`src/rtl/sm_move_ctrl.sv`:
```
// -----------------------------------------------------------------------------
// sm_move_ctrl
// Motion sequencer placed in front of the stepper pulse generator. It accepts
// move commands, drives the generator's period and enable, shapes a
// trapezoidal (or triangular) speed profile, and counts the pulses the
// generator actually emits so that N-pulse moves stop on the exact count.
//
// Ports
//   clk          50 MHz clock
//   rst          synchronous reset, active-high
//   cmd_valid    command strobe; accepted when cmd_valid & cmd_ready
//   cmd_ready    high only while idle
//   cmd_op       0 NOP, 1 RUN, 2 MOVE_N, 3 AUTO
//   cmd_count    pulse count for MOVE_N
//   auto_period  period used in AUTO, tracked every cycle
//   stop         level; graceful stop (immediate in AUTO)
//   pulse_in     generator pulse output (non-inverted), used as feedback
//   period_out   period sent to the generator, in clk cycles
//   drv_en       generator enable
//   busy         high whenever not idle
//   done         one-cycle pulse when a RUN or MOVE_N sequence ends
//   pulses_left  remaining pulse count of a MOVE_N
// -----------------------------------------------------------------------------
module sm_move_ctrl #(
  parameter int SIZE         = 16,
  parameter int CNT_W        = 24,
  parameter int START_PERIOD = 4000,
  parameter int MAN_PERIOD   = 2000,
  parameter int RAMP_STEP    = 500,
  parameter int MIN_PERIOD   = 4
) (
  input  logic             clk,
  input  logic             rst,
  input  logic             cmd_valid,
  output logic             cmd_ready,
  input  logic [1:0]       cmd_op,
  input  logic [CNT_W-1:0] cmd_count,
  input  logic [SIZE-1:0]  auto_period,
  input  logic             stop,
  input  logic             pulse_in,
  output logic [SIZE-1:0]  period_out,
  output logic             drv_en,
  output logic             busy,
  output logic             done,
  output logic [CNT_W-1:0] pulses_left
);

  typedef enum logic [2:0] {
    S_IDLE,
    S_ACCEL,
    S_CRUISE,
    S_DECEL,
    S_AUTO
  } state_t;

  typedef enum logic [1:0] {
    OP_NOP    = 2'd0,
    OP_RUN    = 2'd1,
    OP_MOVE_N = 2'd2,
    OP_AUTO   = 2'd3
  } op_t;

  // Profile constants widened by one bit so the ramp arithmetic can neither
  // wrap below zero nor overflow above the SIZE-bit range.
  localparam logic [SIZE:0]   START_X = (SIZE+1)'(START_PERIOD);
  localparam logic [SIZE:0]   MAN_X   = (SIZE+1)'(MAN_PERIOD);
  localparam logic [SIZE:0]   RAMP_X  = (SIZE+1)'(RAMP_STEP);
  localparam logic [SIZE-1:0] START_P = SIZE'(START_PERIOD);
  localparam logic [SIZE-1:0] MIN_P   = SIZE'(MIN_PERIOD);

  // Registered state
  state_t           state_q, state_n;
  logic [SIZE-1:0]  period_q, period_n;
  logic [CNT_W-1:0] remaining_q, remaining_n;
  logic [CNT_W-1:0] ramp_q, ramp_n;       // accel steps taken, saturating
  logic             abort_q, abort_n;     // stop requested: end on the ramp, not the count
  logic             run_q, run_n;         // infinite move (RUN) rather than MOVE_N
  logic             done_q, done_n;
  logic             drv_en_q, busy_q, ready_q;
  logic             pulse_q;

  // Datapath helpers
  logic             edge_det;
  logic [SIZE:0]    period_ext, period_dec, period_inc, period_sum;
  logic [CNT_W-1:0] ramp_inc, rem_dec;
  logic [SIZE-1:0]  auto_clamped;

  assign edge_det     = pulse_in & ~pulse_q;
  assign period_ext   = {1'b0, period_q};
  assign period_sum   = period_ext + RAMP_X;
  assign period_dec   = (period_ext >= MAN_X + RAMP_X) ? period_ext - RAMP_X : MAN_X;
  assign period_inc   = (period_sum >= START_X) ? START_X : period_sum;
  assign ramp_inc     = (&ramp_q) ? ramp_q : ramp_q + 1'b1;
  assign rem_dec      = (remaining_q == '0) ? '0 : remaining_q - 1'b1;
  assign auto_clamped = (auto_period < MIN_P) ? MIN_P : auto_period;

  // NOTE: every sequential register is written with <= so all of them update
  // together from the values of the previous cycle; = here would let later
  // statements see half-updated state.
  always_ff @(posedge clk) begin
    if (rst) begin
      state_q     <= S_IDLE;
      period_q    <= START_P;
      remaining_q <= '0;
      ramp_q      <= '0;
      abort_q     <= 1'b0;
      run_q       <= 1'b0;
      done_q      <= 1'b0;
      drv_en_q    <= 1'b0;
      busy_q      <= 1'b0;
      ready_q     <= 1'b1;
      pulse_q     <= 1'b0;
    end else begin
      state_q     <= state_n;
      period_q    <= period_n;
      remaining_q <= remaining_n;
      ramp_q      <= ramp_n;
      abort_q     <= abort_n;
      run_q       <= run_n;
      done_q      <= done_n;
      drv_en_q    <= (state_n != S_IDLE);
      busy_q      <= (state_n != S_IDLE);
      ready_q     <= (state_n == S_IDLE);
      pulse_q     <= pulse_in;
    end
  end

  // NOTE: each signal gets its hold/default value before the case statement,
  // so no path through the block leaves it unassigned and no latch is built.
  always_comb begin
    state_n     = state_q;
    period_n    = period_q;
    remaining_n = remaining_q;
    ramp_n      = ramp_q;
    abort_n     = abort_q;
    run_n       = run_q;
    done_n      = 1'b0;

    unique case (state_q)
      S_IDLE: begin
        period_n = START_P;
        ramp_n   = '0;
        abort_n  = 1'b0;
        if (cmd_valid && ready_q) begin
          unique case (op_t'(cmd_op))
            OP_RUN: begin
              state_n     = S_ACCEL;
              run_n       = 1'b1;
              remaining_n = '0;
            end
            OP_MOVE_N: begin
              run_n       = 1'b0;
              remaining_n = cmd_count;
              if (cmd_count == '0) done_n = 1'b1;
              else                 state_n = S_ACCEL;
            end
            OP_AUTO: begin
              state_n     = S_AUTO;
              period_n    = auto_clamped;
              remaining_n = '0;
            end
            default: ;
          endcase
        end
      end

      S_ACCEL: begin
        if (edge_det) begin
          period_n = period_dec[SIZE-1:0];
          ramp_n   = ramp_inc;
          if (!run_q) begin
            remaining_n = rem_dec;
            if (rem_dec == '0) begin
              // Single-pulse move: the only pulse has been emitted.
              state_n = S_IDLE;
              done_n  = 1'b1;
            end else if (rem_dec <= ramp_inc) begin
              // Not enough pulses left to reach cruise: triangle profile.
              state_n = S_DECEL;
            end else if (period_dec == MAN_X) begin
              state_n = S_CRUISE;
            end
          end else if (period_dec == MAN_X) begin
            state_n = S_CRUISE;
          end
        end
      end

      S_CRUISE: begin
        if (edge_det && !run_q) begin
          remaining_n = rem_dec;
          // Start slowing when the pulses left equal the steps needed to ramp down.
          if (rem_dec == ramp_q) state_n = S_DECEL;
        end
      end

      S_DECEL: begin
        if (stop) abort_n = 1'b1;
        if (edge_det) begin
          period_n = period_inc[SIZE-1:0];
          if (!run_q) remaining_n = rem_dec;
          if (!run_q && !abort_q) begin
            if (rem_dec == '0) begin
              state_n = S_IDLE;
              done_n  = 1'b1;
            end
          end else if (period_inc == START_X) begin
            state_n = S_IDLE;
            done_n  = 1'b1;
          end
        end
      end

      S_AUTO: begin
        period_n = auto_clamped;
        if (stop) begin
          state_n  = S_IDLE;
          period_n = START_P;
        end
      end

      default: begin
        state_n  = S_IDLE;
        period_n = START_P;
      end
    endcase

    // A stop while speeding up or cruising diverts to the down-ramp after the
    // edge of this cycle (if any) has been processed by the current state.
    if (stop && (state_q == S_ACCEL || state_q == S_CRUISE) && state_n != S_IDLE) begin
      state_n = S_DECEL;
      abort_n = 1'b1;
    end
  end

  assign period_out  = period_q;
  assign drv_en      = drv_en_q;
  assign busy        = busy_q;
  assign done        = done_q;
  assign cmd_ready   = ready_q;
  assign pulses_left = remaining_q;

endmodule

```
`config.mk`:
```
export PLATFORM = sky130hd
export DESIGN_NAME = sm_move_ctrl
export DESIGN_NICKNAME = d
export VERILOG_FILES = /design/src/rtl/sm_move_ctrl.sv
export SDC_FILE = /design/constraint.sdc
export NUM_CORES = 1
export LEC_CHECK = 0
export ABC_CLOCK_PERIOD_IN_PS = 6930
export BUFFER_PORTS_ARGS = -buffer_cell sky130_fd_sc_hd__buf_2
export CAP_MARGIN = 20
export CORE_MARGIN = 2
export CORE_UTILIZATION = 40
export CTS_BUF_LIST = sky130_fd_sc_hd__clkbuf_16
export CTS_CLUSTER_SIZE = 10
export DETAILED_ROUTE_END_ITERATION = 12
export MAX_ROUTING_LAYER = met4
export PLACE_DENSITY = 0.68
export SLEW_MARGIN = 0
export SYNTH_ARGS = -nofsm -noshare
export SYNTH_HDL_FRONTEND = slang
export SYNTH_SLANG_ARGS = --single-unit
```
`constraint.sdc`:
```
create_clock -name clk -period 6.93 [get_ports clk]
set_clock_uncertainty 0.15 [all_clocks]
set_input_delay 1.386 -clock clk [delete_from_list [all_inputs] [get_ports clk]]
set_output_delay 1.386 -clock clk [all_outputs]
set_load 0.1 [all_outputs]
```
==> impl_metrics.json, run 1 <==
{
  "rsz0062_at_grt": "no",
  "grt_pass1_wl_um": 35500,
  "synth_area_um2": 6840,
  "gp_congestion": 0.963,
  "ys_async_sr_fraction_pct": 0,
  "max_freq_mhz": 190,
  "dpl.hpwl_um": 16400,
  "via_per_inst": 6.15,
  "r2r_cells": 15,
  "antenna_found_initial": 0,
  "power.total_uw": 3770,
  "final_cells": 1224,
  "track_usage_pct": 25.0,
  "cp_max_fo": 13,
  "synth_nets": 1046,
  "worstPathRequired_ns": 7.05,
  "first_iter_violations": 808,
  "cts_tree": "done",
  "drive_above_1_share_pct": 13.9,
  "nets": 1081,
  "num_rows": 47,
  "worstHoldPathType": "flip-flop to flip-flop",
  "r2r-end": "state_q[0]",
  "ys_seq_area_share_pct": 21.4,
  "dr.pass1.iters": 6,
  "n_fill_cell": 1694,
  "path_clk_slew_ns": 0.06,
  "drcViolationCount": 0,
  "postRouteAntennaNets": 0,
  "syn_inst": 964,
  "ir_drop_mv": 0.332,
  "worstHoldStart": "period_out[1]",
  "hold_ws_ns": 0.406,
  "hold_buffers": 0,
  "setup_tns_ns": 0,
  "io_buffers": 90,
  "whs_endpoint": "period_out[1]",
  "fp.dieArea_um2": 18200,
  "synth_warnings": 0,
  "fin_crit_ns": 5.26,
  "period_share_pct": 76.0,
  "htree_levels": 3,
  "slew_headroom_pct": 38.7,
  "chipWidth_um": 135,
  "coreArea_um2": 16600,
  "crit_type": "flip-flop to flip-flop",
  "avgSynthCellArea_um2": 7.10,
  "grt_overflow": 0,
  "timing.rr.start": "pulses_left[4]",
  "placedInstanceArea_um2": 7360,
  "cp-start-kind": "flip-flop",
  "slew_violations": 0,
  "cts_root_buffer": "clkbuf_16",
  "synth_edf_count": 0,
  "max-cap-violations": 0,
  "ys_types": 70,
  "leakage_uw": 0.00285,
  "finalSetupViolCount": 0,
  "synth_ff_type": "dfxtp_1",
  "status": "finished clean",
  "vias": 7522,
  "grt_max_degree": 72,
  "cts.repair.resized": 0,
  "area_delta_synth_final_pct": 12.1,
  "r2r_slack_ns": 1.67,
  "dp.cells": 1208,
  "grt_pass1_vias": 6714,
  "cp.arrival_ns": 5.38,
  "postCtsSetupBuffers": 0,
  "cts_made_buffers": 9,
  "worst_pin_slew_ns": 0.919,
  "routed_wl_um": 22100,
  "clockBufferDepth": 2,
  "power_density_nw_per_um2": 491,
  "finalHoldViolations": 0,
  "min_path_cells": 2,
  "initial_core_util_pct": 41.1,
  "cp-end-kind": "flip-flop",
  "design_area_um2": 7670,
  "synth-seq-cells": 73,
  "die_h_um": 135,
  "ios": 91,
  "clk_latency_ns": 0.35,
  "wl_per_cell_um": 18.1,
  "clock-sinks": 73
}
-- power breakdown --
part           total, uW  switching, uW  leakage, uW  internal, uW
registers            669            180     0.000594           490
logic               2600           1770      0.00211           827
clock network        501            190     0.000147           311
-- worst max path at each step --
stage | start | end | slack (ns) | depth (start not counted)
floorplan | pulses_left[5] | state_q[0] | 1.15 | 20
global route | pulses_left[4] | abort_q | 1.40 | 15
finish | pulses_left[4] | state_q[0] | 1.67 | 15
CTS | pulses_left[4] | state_q[0] | 1.76 | 15
global placement | pulses_left[4] | abort_q | 1.88 | 15
detailed placement | pulses_left[4] | state_q[0] | 1.78 | 15
-- synth_stat cells, drive strengths merged (4+ instances only) --
master / instances / area [um2]
and3: 6 / 37.5
nor4b: 7 / 61.3
a22oi: 31 / 238
a311oi: 4 / 35.0
or3: 13 / 81.3
nor2: 152 / 571
a21oi: 53 / 265
dfxtp: 73 / 1460
o31ai: 9 / 72.6
or2: 7 / 43.8
a31oi: 18 / 113
and2: 12 / 75.1
nor3: 26 / 130
clkbuf: 63 / 236
o22ai: 8 / 50.1
nand3: 23 / 115
nor3b: 7 / 52.6
buf: 12 / 71.3
nand4: 25 / 156
or4: 18 / 146
and4: 4 / 35.0
xor2: 36 / 315
ha: 35 / 438
nor4: 25 / 169
o21bai: 5 / 41.3
nand2: 74 / 278
nand3b: 4 / 30.0
nand2b: 13 / 81.3
xnor2: 34 / 298
o21a: 7 / 52.6
nor2b: 9 / 56.3
o211ai: 12 / 90.1
a211oi: 15 / 113
inv: 15 / 56.3
o21ai: 63 / 315
-- metrics by stage --
step           util, %  setup WS [ns]
3_5_place_dp      44.2           1.78
3_3_place_gp      44.2           1.88
6_report          46.1           1.67
2_1_floorplan        -           1.15
4_1_cts           46.1           1.76
5_1_grt           46.1           1.40
-- cell type report --
type | count | area (um2) | area share (%)
Tap cell | 220 | 275 | 3.59
Antenna cell | 1 | 2.50 | 0.0326
Sequential cell | 73 | 1460 | 19.1
Clock inverter | 6 | 83.8 | 1.09
Clock buffer | 9 | 225 | 2.94
Inverter | 15 | 56.3 | 0.734
Timing Repair Buffer | 99 | 518 | 6.75
Multi-Input combinational cell | 801 | 5050 | 65.8
-- cells in the final DEF, fill, tap and decap left out, types with 4 or more instances in the layout --
cell type,Yosys,routed
nor4b_1,7,7
a22oi_1,30,30
a311oi_1,4,4
nor2_1,152,152
nand4_1,25,25
nor3b_1,7,7
o22ai_1,8,8
a21oi_1,53,53
nand2_1,74,74
nand3_1,23,23
nand2b_1,13,13
buf_2,6,90
and2_1,10,10
or3_1,13,13
and4_1,4,4
a211oi_1,15,15
and3_1,6,6
clkbuf_16,0,9
xor2_1,36,36
o31ai_1,8,8
buf_4,1,9
inv_1,15,15
xnor2_1,34,34
o211ai_1,12,12
nor3_1,26,25
o21a_1,7,7
or2_2,6,6
dfxtp_1,73,73
o21bai_1,4,4
o21ai_0,60,60
ha_1,35,35
or4_1,15,15
nor2b_1,9,9
nor4_1,23,22
nand3b_1,4,4
a31oi_1,18,18
-- state kept, by name, summed over array words and instances (netlist names) --
name / cells
cmd_ready: 1
ramp_q: 24
busy: 1
state_q: 3
run_q: 1
pulses_left: 24
done: 1
abort_q: 1
period_out: 16
pulse_q: 1
-- logic make-up (layout without fill, tap and decap cells) --
kind of cell,count (synthesis),count (layout),synth area share (%)
buffers and inverters,90,129,5.32
other,0,1,0
adders and majority gates,35,35,6.40
and+or+nand+nor,437,437,32.6
xor gates and xnor gates,71,71,9.31
DFF,73,73,21.4
AOI/OAI and AO/OA,255,255,24.5
muxes,3,3,0.457
-- per-layer routing --
metal  wire (um)  up-vias  global-route usage, %
met5           0        -                      -
met4         574        0                   9.42
met3        1990       53                   3.53
met2        9430      378                   35.8
met1       10100     3471                   35.5
li1            -     3620                      -
-- worst max-delay path, cell delays in order (launching register included) --
cell       delay, ns
dfxtp_1         0.44
or4_4           0.65
or4_4           0.55
or4_1           0.59
xor2_1          0.31
nor2_1          0.08
ha_1            0.35
nand4_1         0.10
or4_1           0.50
o22ai_1         0.17
a21oi_1         0.05
a2111oi_0       0.59
nor3_1          0.13
a22oi_2         0.27
o21ai_1         0.10
a31oi_1         0.16
Note: power is estimated with default switching activity, not from simulation.
==> inputs of run 2 (changes only) <==
- ABC_CLOCK_PERIOD_IN_PS: 6930 -> 4550
- PLACE_DENSITY: 0.68 -> 0.7
- clock period: 6.93 -> 4.55 ns (I/O delays scaled with it)
==> run 2 against run 1 <==
Net effect:
- sequential cell count did not move
- combinational power is 76% higher
- total power grew 67%
- maximum frequency grew 18%
==> impl_metrics.json, run 2 (synthesis gave the netlist of run 1 again) <==
{
  "drive_above_1_share_pct": 21.0,
  "finalHoldViolations": 0,
  "leakage_uw": 0.00320,
  "routed_wl_um": 23500,
  "p_seq_share_pct": 14.8,
  "rsz0062_at_grt": "yes",
  "max-cap-violations": 0,
  "track_usage_pct": 26.4,
  "first_iter_violations": 886,
  "clkPwrFrac_pct": 12.4,
  "cp.arrival_ns": 4.57,
  "power_density_nw_per_um2": 761,
  "grt_pass1_wl_um": 37200,
  "switching_power_uw": 3460,
  "hold_ws_ns": 0.400,
  "clk_latency_ns": 0.34,
  "clock-sinks": 73,
  "power.share.combinational_pct": 72.8,
  "slew_violations": 0,
  "cp-end-kind": "flip-flop",
  "cts_tree": "done",
  "period_share_pct": 98.0,
  "initial_core_util_pct": 41.1,
  "regArea_um2": 1480,
  "chipWidth_um": 135,
  "dr.pass1.iters": 6,
  "crit_type": "flip-flop to flip-flop",
  "drcViolationCount": 0,
  "worstPathRequired_ns": 4.66,
  "htree_levels": 3,
  "wl_per_cell_um": 18.2,
  "grt_pass1_vias": 7061,
  "via_per_inst": 6.03,
  "placedInstanceArea_um2": 7900,
  "internal_power_uw": 2830,
  "layout_commonest_cell": "nor2_1",
  "clockBufferDepth": 2,
  "design_area_um2": 8260,
  "antenna_found_initial": 0,
  "worstHoldStart": "pulses_left[21]",
  "status": "finished clean",
  "swShare_pct": 55.0,
  "gp_congestion": 0.931,
  "slew_headroom_pct": 34.4,
  "layout_common_cells": "152 x nor2_1, 90 x buf_2, 74 x nand2_1",
  "cts_root_buffer": "clkbuf_16",
  "nets": 1145,
  "n_fill_cell": 1670,
  "area_delta_synth_final_pct": 20.7,
  "dpl.hpwl_um": 18000,
  "coreArea_um2": 16600,
  "ios": 91,
  "postRouteAntennaNets": 0,
  "cp-start-kind": "flip-flop",
  "cp_max_fo": 4,
  "vias": 7764,
  "grt_max_degree": 49,
  "multi_input_comb_area_um2": 5120,
  "num_rows": 47,
  "diodes": 0,
  "startpoint": "pulses_left[4]",
  "fin_crit_ns": 4.46,
  "timing.rr.start": "pulses_left[4]",
  "die_h_um": 135,
  "grt_overflow": 0,
  "worst_pin_slew_ns": 0.985,
  "fp.dieArea_um2": 18200,
  "io_buffers": 90,
  "setup_tns_ns": 0,
  "fin_util_pct": 49.6,
  "cts_made_buffers": 9,
  "ir_drop_mv": 0.527,
  "worstHoldPathType": "flip-flop to flip-flop",
  "max_freq_mhz": 224,
  "path_clk_slew_ns": 0.07,
  "finalSetupViolCount": 0
}
-- run 2: layout make-up --
class | count | area share [%]
multi-input combinational | 801 | 62.0
clock inverter | 7 | 1.14
clock buffer | 9 | 2.73
tap | 220 | 3.33
inverter | 15 | 0.682
timing repair buffer | 163 | 12.2
sequential | 73 | 17.9
-- run 2: power by group through the flow --
stage | sequential (uW) | combinational, uW | clock [uW]
final | 930 | 4570 | 780
after global routing | 950 | 4950 | 822
after CTS | 923 | 4450 | 795
after detailed placement | 935 | 4400 | 0
after global placement | 932 | 4380 | 0
after floorplan | 1540 | 2550 | 0
-- run 2: routing by layer --
layer / vias up / track usage [%] / share of wire (%)
met5: - / - / 0
met4: 0 / 8.60 / 2.2
met3: 38 / 4.54 / 9.5
met2: 363 / 37.8 / 42
met1: 3623 / 37.5 / 46
li1: 3740 / - / -
-- run 2: worst max-delay path, stage by stage, from the launching register on --
cell       delay [ns]
dfxtp_2          0.32
or4_4            0.54
or4_4            0.54
or4_4            0.52
xor2_2           0.17
nor2_1           0.07
ha_1             0.34
nand4_1          0.10
or4_4            0.50
o22ai_2          0.17
a21oi_2          0.06
a2111oi_4        0.26
nor3_1           0.10
a22oi_2          0.29
o21ai_1          0.09
a21oi_1          0.15
-- run 2: worst paths after layout --
path	end	slack [ns]	cells after the start
setup / recovery	abort_q	0.09	15
hold / removal	pulses_left[21]	0.40	2
setup reg to reg	abort_q	0.09	15
hold reg to reg	pulses_left[21]	0.40	2
-- run 2: stage by stage --
stage | worst slack (ns) | instances | power, uW
after floorplan | -0.0940 | 964 | 4090
after detailed placement | 0.00449 | 1272 | 5330
after global placement | 0.0452 | 1272 | 5310
after global routing | -0.167 | 1288 | 6730
after CTS | 0.00476 | 1288 | 6170
final | 0.0896 | 1288 | 6280
-- run 2: repair_timing --
action                                  in CTS  in global routing
buffers inserted                             0                  0
endpoints found under the setup margin       1                  5
resized for setup                            1                  5
hold buffers                                 0                  0
pin swaps                                    2                  7
